`config.mk`:
```
export PLATFORM = sky130hd
export DESIGN_NAME = mcu_bus_regfile
export DESIGN_NICKNAME = d
export VERILOG_FILES = /design/src/rtl/mcu_bus_regfile.sv
export SDC_FILE = /design/constraint.sdc
export NUM_CORES = 1
export LEC_CHECK = 0
export BUFFER_PORTS_ARGS = -buffer_cell sky130_fd_sc_hd__buf_2
export CORE_MARGIN = 2
export CORE_UTILIZATION = 47
export DETAILED_ROUTE_END_ITERATION = 10
export GPL_TIMING_DRIVEN = 0
export MAX_ROUTING_LAYER = met4
export PLACE_DENSITY = 0.7
export RECOVER_POWER = 50
export SLEW_MARGIN = 20
export SYNTH_ARGS = -nofsm -noshare
export SYNTH_HDL_FRONTEND = slang
export SYNTH_SLANG_ARGS = --single-unit
```
`constraint.sdc`:
```
create_clock -name clk -period 1.9 [get_ports clk]
set_input_delay 0.095 -clock clk [delete_from_list [all_inputs] [get_ports clk]]
set_output_delay 0.095 -clock clk [all_outputs]
set_load 0.1 [all_outputs]
```
`src/rtl/mcu_bus_regfile.sv`:
```
// Asynchronous MCU parallel-bus slave: synchronised strobes, IDLE/WR/RD FSM, NREG x DW control registers.
// Optional glitch filter on strobe entry enabled by defining MCU_GLITCH_FILT_EN.
module mcu_bus_regfile #(
    parameter int              AW          = 4,
    parameter int              DW          = 8,
    parameter int              NREG        = 16,
    parameter int              SYNC_STAGES = 2,
    parameter logic [DW-1:0]   RST_VAL     = '0,
    parameter int              FILT_CYC    = 3
) (
    input  logic                 clk,
    input  logic                 rst_n,
    input  logic                 mcu_cs_n,
    input  logic                 mcu_wr_n,
    input  logic                 mcu_rd_n,
    input  logic [AW-1:0]        mcu_addr,
    input  logic [DW-1:0]        mcu_db_in,
    output logic [DW-1:0]        mcu_db_out,
    output logic                 mcu_db_oe,
    output logic [NREG*DW-1:0]   reg_q,
    output logic [NREG-1:0]      wr_pulse,
    output logic                 err_addr
);

    typedef enum logic [1:0] {S_IDLE, S_WR, S_RD} state_t;

    state_t                 r_state;
    state_t                 w_state_nxt;
    logic [SYNC_STAGES-1:0] r_cs_sync;
    logic [SYNC_STAGES-1:0] r_wr_sync;
    logic [SYNC_STAGES-1:0] r_rd_sync;
    logic [AW-1:0]          r_addr;
    logic [DW-1:0]          r_data;
    logic                   r_commit;
    logic [NREG*DW-1:0]     r_reg_q;
    logic [NREG-1:0]        r_wr_pulse;
    logic                   r_err_addr;
    logic [DW-1:0]          r_db_out;
    logic                   r_db_oe;
    logic                   w_wr_act;
    logic                   w_rd_act;
    logic                   w_commit;
    logic                   w_filt_ok;
    logic [NREG-1:0]        w_wr_sel;
    logic                   w_mapped;
    logic [DW-1:0]          w_rd_data;

    always_ff @(posedge clk or negedge rst_n) begin
        if (!rst_n) begin
            r_cs_sync <= '1;
            r_wr_sync <= '1;
            r_rd_sync <= '1;
        end else begin
            r_cs_sync <= {r_cs_sync[SYNC_STAGES-2:0], mcu_cs_n};
            r_wr_sync <= {r_wr_sync[SYNC_STAGES-2:0], mcu_wr_n};
            r_rd_sync <= {r_rd_sync[SYNC_STAGES-2:0], mcu_rd_n};
        end
    end

    assign w_wr_act = ~r_cs_sync[SYNC_STAGES-1] & ~r_wr_sync[SYNC_STAGES-1];
    assign w_rd_act = ~r_cs_sync[SYNC_STAGES-1] & ~r_rd_sync[SYNC_STAGES-1];

`ifdef MCU_GLITCH_FILT_EN
    localparam int CW = (FILT_CYC > 1) ? $clog2(FILT_CYC) : 1;
    logic [CW-1:0] r_filt_cnt;
    logic          w_filt_cond;

    assign w_filt_cond = (r_state == S_IDLE) && (w_wr_act || w_rd_act);
    assign w_filt_ok   = (r_filt_cnt == CW'(FILT_CYC - 1));

    // Saturating count of consecutive cycles the entry condition has held.
    always_ff @(posedge clk or negedge rst_n) begin
        if (!rst_n)
            r_filt_cnt <= '0;
        else if (!w_filt_cond)
            r_filt_cnt <= '0;
        else if (!w_filt_ok)
            r_filt_cnt <= r_filt_cnt + 1'b1;
    end
`else
    assign w_filt_ok = (FILT_CYC >= 1);
`endif

    always_ff @(posedge clk or negedge rst_n) begin
        if (!rst_n)
            r_state <= S_IDLE;
        else
            r_state <= w_state_nxt;
    end

    always_comb begin
        w_state_nxt = r_state;
        w_commit    = 1'b0;
        case (r_state)
            S_IDLE: begin
                if (w_filt_ok && w_wr_act)
                    w_state_nxt = S_WR;
                else if (w_filt_ok && w_rd_act)
                    w_state_nxt = S_RD;
            end
            S_WR: begin
                if (!w_wr_act) begin
                    w_state_nxt = S_IDLE;
                    w_commit    = 1'b1;
                end
            end
            S_RD: begin
                if (!w_rd_act || w_wr_act)
                    w_state_nxt = S_IDLE;
            end
            default: w_state_nxt = S_IDLE;
        endcase
    end

    always_comb begin
        w_wr_sel  = '0;
        w_rd_data = '0;
        for (int i = 0; i < NREG; i++) begin
            w_wr_sel[i] = (r_addr == AW'(i));
            if (mcu_addr == AW'(i))
                w_rd_data = r_reg_q[i*DW +: DW];
        end
    end

    assign w_mapped = |w_wr_sel;

    // Commit lands one cycle after the FSM leaves WR, with the pulse aligned to the new value.
    always_ff @(posedge clk or negedge rst_n) begin
        if (!rst_n) begin
            r_addr     <= '0;
            r_data     <= '0;
            r_commit   <= 1'b0;
            r_reg_q    <= {NREG{RST_VAL}};
            r_wr_pulse <= '0;
            r_err_addr <= 1'b0;
            r_db_out   <= '0;
            r_db_oe    <= 1'b0;
        end else begin
            if (r_state == S_WR) begin
                r_addr <= mcu_addr;
                r_data <= mcu_db_in;
            end
            r_commit   <= w_commit;
            r_wr_pulse <= r_commit ? w_wr_sel : '0;
            r_err_addr <= r_commit & ~w_mapped;
            if (r_commit) begin
                for (int i = 0; i < NREG; i++)
                    if (w_wr_sel[i])
                        r_reg_q[i*DW +: DW] <= r_data;
            end
            if (r_state == S_RD)
                r_db_out <= w_rd_data;
            r_db_oe <= (r_state == S_RD) && (w_state_nxt == S_RD);
        end
    end

    assign reg_q      = r_reg_q;
    assign wr_pulse   = r_wr_pulse;
    assign err_addr   = r_err_addr;
    assign mcu_db_out = r_db_out;
    assign mcu_db_oe  = r_db_oe;

endmodule
```
### Yosys cells after proc, flatten, opt, wreduce, memory -nomap -nowiden

Cells that the tools add are included.

| word-level totals | value |
|---|---|
| output and inout bits | 154 |
| input bits | 17 |
| flip-flop bits (word level) | 175 |
| logic and storage cells | 114 |

| cells by class | value |
|---|---|
| bitwise gates (word level) | 7 |
| equal/unequal tests | 33 |
| multiplexer cells | 24 |
| reduce and logical (&&, ||, !) cells | 23 |

Operators by type and width:

| cell | number |
|---|---|
| 8-bit 2-to-1 mux | 16 |
| 4-bit equality test (second input constant) | 16 |
| 4-bit by 3-bit equality test with 1-bit output (second input constant) | 8 |
| 2-bit AND reduction | 16 |
| 4-bit by 2-bit equality test with 1-bit output (second input constant) | 4 |
| 16-bit 2-to-1 mux | 1 |
| 16-bit OR reduction | 1 |
| 4-bit by 1-bit equality test with 1-bit output (second input constant) | 2 |
| 4-bit logical NOT | 2 |
| 2-bit 2-to-1 mux | 4 |
| 2-bit case mux with 3 select lines | 1 |
| 2-bit equality test (second input constant) | 2 |
| 1-bit inverter | 4 |
| 1-bit bitwise AND | 3 |
| 2-bit by 1-bit equality test with 1-bit output (second input constant) | 1 |
| 2-bit logical NOT | 1 |
| 1-bit 2-to-1 mux | 2 |
| 1-bit logical AND | 1 |
| 1-bit logical NOT | 1 |
| 1-bit logical OR | 1 |

### Depth between registers and ports, before layout

Gate-level depths: netlist of the first run.

| logic depth | value |
|---|---|
| depth after elaboration | 17 |
| depth in mapped cells | 7 |
| gate-level depth less buffers | 5 |

### Worst setup path before layout of the first run

OpenSTA, ideal clock, no wires.

| path | value |
|---|---|
| path kind | reg2reg |
| start point | register r_reg_q[60] (netlist: reg_q[60]) |
| end point | register r_db_out[4] (netlist: mcu_db_out[4]) |
| setup time | 0.069 ns |
| period minus slack after synthesis | 1.869 ns |
| required time | 1.831 ns |
| path buffers | 0 |
| cell stages (with the launch flop) | 5 |
| setup slack | 0.031 ns |
| arrival | 1.800 ns |
| cells stage by stage | dfrtp_1 > mux2_1 > o22ai_1 > a2111oi_0 > a221o_1 |

| between the ends | value |
|---|---|
| longest elaborated chain between the ends | 9 |

RTL lines:

| element | line | source |
|---|---|---|
| start, declared | 35 | `logic [NREG*DW-1:0] r_reg_q;` |
| start signal, assigned | 133 | `r_reg_q <= {NREG{RST_VAL}};` |
| start signal, assigned by index | 149 | `r_reg_q[i*DW +: DW] <= r_data;` |
| 8-bit 2-to-1 mux (9 in a row) | 120 | `if (mcu_addr == AW'(i))` |
| end signal, assigned | 152 | `r_db_out <= w_rd_data;` |
| end, declared | 38 | `logic [DW-1:0] r_db_out;` |

No other way between the ends.
A chain may end at the register's enable or synchronous reset.

### Worst setup path after layout of the first run

| path | value |
|---|---|
| start point | register r_addr[2] |
| end point | register r_reg_q[93] (netlist: reg_q[93]) |

| between the ends | value |
|---|---|
| longest elaborated chain between the ends | 2 |

RTL lines:

| element | line | source |
|---|---|---|
| start, declared | 32 | `logic [AW-1:0] r_addr;` |
| start signal, assigned | 140 | `r_addr <= mcu_addr;` |
| 4-bit equality test | 119 | `w_wr_sel[i] = (r_addr == AW'(i));` |
| 2-bit AND reduction (no source line) | n/a |  |

No other way between the ends.

==> results of run 1 <==
==> worst paths after layout <==
kind                                   startpoint                   endpoint  slack (ns)  cells past startpoint
max                         r_addr[2]$_DFFE_PN0P_      reg_q[93]$_DFFE_PN0P_        0.08                      3
min                                   mcu_addr[0]  mcu_db_out[3]$_DFFE_PN0N_        0.27                      5
max reg2reg                 r_addr[2]$_DFFE_PN0P_      reg_q[93]$_DFFE_PN0P_        0.08                      3
min reg2reg                r_rd_sync[0]$_DFF_PN1_     r_rd_sync[1]$_DFF_PN1_        0.36                      0
max in group asynchronous                   rst_n     r_rd_sync[1]$_DFF_PN1_        0.40                      3
min in group asynchronous                   rst_n      reg_q[28]$_DFFE_PN0P_        0.43                      2
==> sequential cells by signal (all words and copies together) (netlist names) <==
register / count
err_addr: 1
r_wr_sync: 2
r_addr: 4
mcu_db_out: 8
r_data: 8
r_rd_sync: 2
wr_pulse: 16
r_state: 2
r_commit: 1
mcu_db_oe: 1
reg_q: 128
r_cs_sync: 2
==> metal layers <==
| layer | vias to the layer above | share of wire (%) |
|---|---|---|
| met2 | 320 | 47 |
| met1 | 3407 | 43 |
| met4 | 0 | 2.7 |
| met3 | 48 | 7.1 |
| li1 | 2923 | - |
| met5 | - | 0 |
==> logic make-up (layout without fill, tap and decap cells) <==
group | after synthesis | count (layout) | synth area share, %
AO/OA/AOI/OAI | 117 | 117 | 9.67
buffers and inverters | 52 | 266 | 3.31
flip-flops | 175 | 175 | 55.5
multiplexers | 113 | 113 | 15.9
other | 1 | 1 | 0.0475
AND/OR/NAND/NOR | 263 | 263 | 15.5
==> layout make-up <==
class	count	share of cell area [%]
multi-input cells	494	33.4
clock buffers	17	4.37
inverters	12	0.514
plain buffers	40	2.17
well taps	220	2.83
clock inverters	15	1.47
flip-flops and latches	175	45.1
repair buffers	182	10.2
==> through the flow <==
stage	TNS [ns]	setup slack, ns	utilization [%]
detailed placement	-0.0448	-0.0448	54.8
global route	0	0.0121	58.9
CTS	0	0.101	59.0
global placement	-351.17	-2.05	54.6
finish	0	0.0790	58.9
floorplan	0	0.0311	-
==> critical path: cells and delay by family, from the launching register on <==
family	cells	cell delay, ns
simple gates	2	0.87
flops	1	0.42
mux	1	0.41
==> Yosys cell counts (8+ instances only) <==
cell type	n	share of area [%]
o21ai_0	27	1.7
nor3_1	8	0.51
mux2i_1	20	2.5
nor2_2	9	0.71
clkbuf_1	8	0.38
nand2_1	169	8.0
nor2b_1	14	1.1
nor2_1	15	0.71
dfrtp_1	169	54
buf_2	25	1.6
nand2b_1	12	0.95
mux2_2	91	13
a21oi_1	25	1.6
==> timing repair <==
action | in CTS | in global routing
resized for setup | 0 | 0
hold buffers | 12 | 0
endpoints found under the hold margin | 92 | 0
==> results.md, run 1 <==
* Synth Cell Area at 7900 um2
* Area delta synth->final at 23.2%
* Least-Margin Pin Slew at 1.14 ns
* Vias in the first global route at 6,255
* Routed Antenna Nets at 0
* Final GP Congestion at 0.964
* GRT Total Usage at 29.8%
* WL final at 25,400 um
* Antenna violations before repair at 0
* Worst-Skew Late Latency at 0.45 ns
* RSZ-0062 raised after global routing: false
* Startpoint types: register
* TritonCTS clock tree: built
* Worst path slowest cell: nor2_2
* Largest net degree at the start of global routing at 94
* Sequential area share after synthesis at 55.5%
* Most common flop cell mapped by yosys: dfrtp_1
* Fin area at 9730 um2
* Critical path type: reg -> reg
* Sink Count at 175
* Setup Skew at 0.00658 ns
* I/O pin cnt at 171
* Post-Place Cells at 1,111
* NumNets Final at 939
* Num CTS Buffers at 17
* Die area at 17,900 um2
* Slew HR at 24.3%
* Commonest non-fill, non-tap cells in the layout: nand2_1, dfrtp_1, buf_2
* Final setup violation count at 0
* Status: finished clean
* Wire per inst at 22.0 um
* Post-Synthesis Net Count at 738
* Area of the multi-input gates at 3250 um2
* Die extent in x at 134 um
* GRT busiest layer: met2
* Max Cap Viol at 0
* Initial core utilization at 47.8%
* Min Tclk post-route at 1.82 ns
* Crit path max fanout at 9
* Post-synth EDFFs at 0
* Sequential Area at 4390 um2
* Core box area at 16,500 um2
* Final Hold Violating Endpoints at 0
* DRC viols at 0
* Grt ovf at 0
* Port Buf Inserts at 169
* # diodes at 0
* Hold crit path type: in -> reg
* Dpl hpwl at 18,000 um
* Yosys reg bits at 175
* Worst setup EP type: register
* Post-Syn Area per Cell at 11.0 um2
* CTS Buffer Depth at 2
* Layout cells sized above 1 at 37.6%
* Clock root buffer master: clkbuf_16
* Vias at 6,698
* Required @ worst endpoint at 2.23 ns
* Cells after Synth at 721
* Final non-filler cell total at 1,155
* FFs w/ async S/R, synth at 100%
* Fillers at 1,499
* GRT met2 Usage at 45.4%
* Largest stage delay, worst path at 0.59 ns
* Final period utilization at 95.8%
* Htree depth at 4
* Met3 Use GR at 6.32%
* Global Route met1 Usage at 39.8%
* Crit path DAT at 2.15 ns
* Dpl cell area at 9060 um2
* Post-CTS Setup Bufs at 0
* Fmax at 549 MHz
* Max-slew violation count at 0
* Num rows at 47
* Synth cell types at 61
* First-pass GRT wire length at 38,000 um
* Hold WS at 0.274 ns
* Initial drt markers at 606
* Worst path cell trace: nand3b_1 -> nor2_2 -> mux2_2
* Routed vias/inst at 5.80
* DIE HEIGHT at 134 um
* Drt pass-1 iters at 6
* Clock slew at reported path FFs at 0.07 ns
* Synth Warn # at 0
Power of run 1 is left out: the tool's default activity adds up to more than one toggle a clock period on the data nets, which glitch-free logic cannot reach.
==> run 2: changes to the inputs <==
--- a/config.mk
+++ b/config.mk
@@ -8,9 +8,8 @@
 export BUFFER_PORTS_ARGS = -buffer_cell sky130_fd_sc_hd__buf_2
 export CORE_MARGIN = 2
-export CORE_UTILIZATION = 47
+export CORE_UTILIZATION = 40
 export DETAILED_ROUTE_END_ITERATION = 10
 export GPL_TIMING_DRIVEN = 0
 export MAX_ROUTING_LAYER = met4
-export PLACE_DENSITY = 0.7
 export RECOVER_POWER = 50
 export SLEW_MARGIN = 20
==> constraint.sdc (replaced) <==
create_clock -name clk -period 1.9 [get_ports clk]
set_input_delay 0.19 -clock clk [delete_from_list [all_inputs] [get_ports clk]]
set_output_delay 0.19 -clock clk [all_outputs]
set_load 0.1 [all_outputs]
==> results.md, run 2 (synthesized netlist as in run 1, its figures left out) <==
* Worst path cell trace: nand2b_1 -> nor2_2 -> mux2_2
* NumNets Final at 935 (-0.43%)
* Vias in the first global route at 6,337 (+1.3%)
* Max-slew violation count at 0 (unchanged)
* Min Tclk post-route at 1.84 ns (+0.0183 ns)
* Area delta synth->final at 23.6%
* Max Cap Viol at 0 (unchanged)
* Status: finished clean
* CTS Buffer Depth at 2 (unchanged)
* Crit path DAT at 2.17 ns (+0.02 ns)
* Largest net degree at the start of global routing at 96 (+2.1%)
* Worst R2R Setup Slack at 0.06 ns (-0.02 ns)
* I/O pin cnt at 171 (unchanged)
* Final GP Congestion at 0.942 (-2.3%)
* Pre-CTS WS at -0.284 ns (-0.239 ns)
* Port Buf Inserts at 169 (unchanged)
* Critical path type: reg -> reg
* Drt pass-1 iters at 5 (-1)
* Worst reg2reg path endpoint: reg_q[50]$_DFFE_PN0P_
* Hold path depth at 2 (-3)
* RSZ-0062 raised after global routing: true
* Worst-Skew Late Latency at 0.45 ns (about the same)
* Worst setup EP type: register
* GRT Total Usage at 27.1% (-2.7 points)
* Worst path slowest cell: nor2_2
* Fin area at 9760 um2 (+0.31%)
* Depth of the most critical reg-to-reg path at 3 (unchanged)
* Dpl hpwl at 19,300 um (+6.8%)
* Kind of cell adding the most delay to the critical path: simple AND/OR/NAND/NOR gates
* Reg2reg start: r_addr[0]$_DFFE_PN0P_
* Layout cells sized above 1 at 37.7% (+0.054 points)
* First-pass GRT wire length at 39,800 um (+4.7%)
* CP Depth at 3 (unchanged)
* Fmax at 544 MHz (-0.99%)
* TritonCTS clock tree: built
* Num rows at 51 (+8.5%)
* DIE HEIGHT at 145 um (+8.1%)
* Hold crit path type: in -> reg
* Dpl cell area at 9120 um2 (+0.62%)
* Commonest non-fill, non-tap cells in the layout: buf_2, nand2_1, dfrtp_1
* Startpoint types: register
* DRC viols at 0 (unchanged)
* Area of the multi-input gates at 3260 um2 (+0.15%)
* Required @ worst endpoint at 2.23 ns (about the same)
* Num CTS Buffers at 17 (unchanged)
* Hold WS at 0.00818 ns (-0.266 ns)
* Sink Count at 175 (unchanged)
* Sequential Area at 4390 um2 (unchanged)
* Initial core utilization at 40.7% (-7.1 points)
* Flip-flop count of the largest register after layout at 128 (unchanged)
* Clock slew at reported path FFs at 0.06 ns (about the same)
* Routed Antenna Nets at 0 (unchanged)
* Buf+Inv Stages, Crit Path at 0 (unchanged)
* Routed vias/inst at 5.48 (-5.5%)
* Crit path max fanout at 10 (+1)
* Wire per inst at 22.4 um (+1.9%)
* Worst Setup SP: r_addr[0]$_DFFE_PN0P_
* Initial drt markers at 581 (-4.1%)
* Vias at 6,563 (-2.0%)
* Final setup violation count at 0 (unchanged)
* Clock root buffer master: clkbuf_16
* Final Hold Violating Endpoints at 0 (unchanged)
* Most common cell after layout, fill and taps aside: buf_2
* WL final at 26,800 um (+5.6%)
* Capture point of the critical path: reg_q[50]$_DFFE_PN0P_
* Final WS setup at 0.0607 ns (-0.0183 ns)
* Antenna violations before repair at 1 (+1)
* Fillers at 1,868 (+25%)
* Grt ovf at 0 (unchanged)
* Core box area at 19,400 um2 (+17%)
* Largest stage delay, worst path at 0.60 ns (about the same)
* Htree depth at 4 (unchanged)
* Least-Margin Pin Slew at 1.11 ns (-0.0236 ns)
* Final period utilization at 96.8% (+0.96 points)
* Setup Skew at 0.0137 ns (+0.00715 ns)
* Die area at 20,900 um2 (+17%)
* Die extent in x at 145 um (+8.1%)
* Slew HR at 25.9% (+1.6 points)
==> run 2: worst register-to-register path: cells and delay by family (launching register included) <==
kind | cells | cell delay (ns)
AND/OR/NAND/NOR | 2 | 0.87
flip-flops | 1 | 0.45
multiplexers | 1 | 0.41
==> run 2: per-layer routing <==
layer | global-route usage [%] | vias to the layer above | share of wire (%)
met5 | - | - | 0
met4 | 10.8 | 0 | 2.8
met3 | 4.57 | 45 | 6.3
met2 | 39.4 | 274 | 46
met1 | 38.0 | 3321 | 45
li1 | - | 2923 | -
==> run 2: final cells by class <==
cell class / count / share of cell area (%)
multi-input combinational: 494 / 33.4
timing repair buffer: 178 / 9.71
inverter: 12 / 0.589
tap: 265 / 3.40
clock buffer: 21 / 4.61
buffer: 40 / 2.17
clock inverter: 11 / 1.19
antenna: 1 / 0.0256
sequential: 175 / 44.9
==> run 2: per-stage QoR <==
step | util (%) | TNS (ns) | cells
global route | 50.3 | -0.0798 | 1197
global placement | 46.8 | -385.60 | 1155
CTS | 50.3 | 0 | 1196
floorplan | - | 0 | 721
detailed placement | 47.0 | -0.533 | 1156
finish | 50.3 | 0 | 1197
==> run 2: worst min-delay path by stage <==
stage | start | slack, ns | endpoint
after floorplan | rst_n | -0.11 | err_addr$_DFF_PN0_
after global placement | mcu_rd_n | 0.30 | r_rd_sync[0]$_DFF_PN1_
after detailed placement | rst_n | 0.22 | wr_pulse[9]$_DFF_PN0_
after CTS | mcu_db_in[7] | 0.004 | r_data[7]$_DFFE_PN0P_
after global routing | mcu_db_in[7] | 0.004 | r_data[7]$_DFFE_PN0P_
final | mcu_db_in[7] | 0.008 | r_data[7]$_DFFE_PN0P_
==> run 2: timing repair <==
| action | 4_1_cts | 5_1_grt |
|---|---|---|
| gates resized for setup | 0 | 3 |
| setup buffers | 0 | 0 |
| hold buffers | 8 | 0 |
| endpoints found under the setup margin | 0 | 19 |
| hold endpoints to repair | 81 | 0 |
Power of run 2 is left out for the same reason.
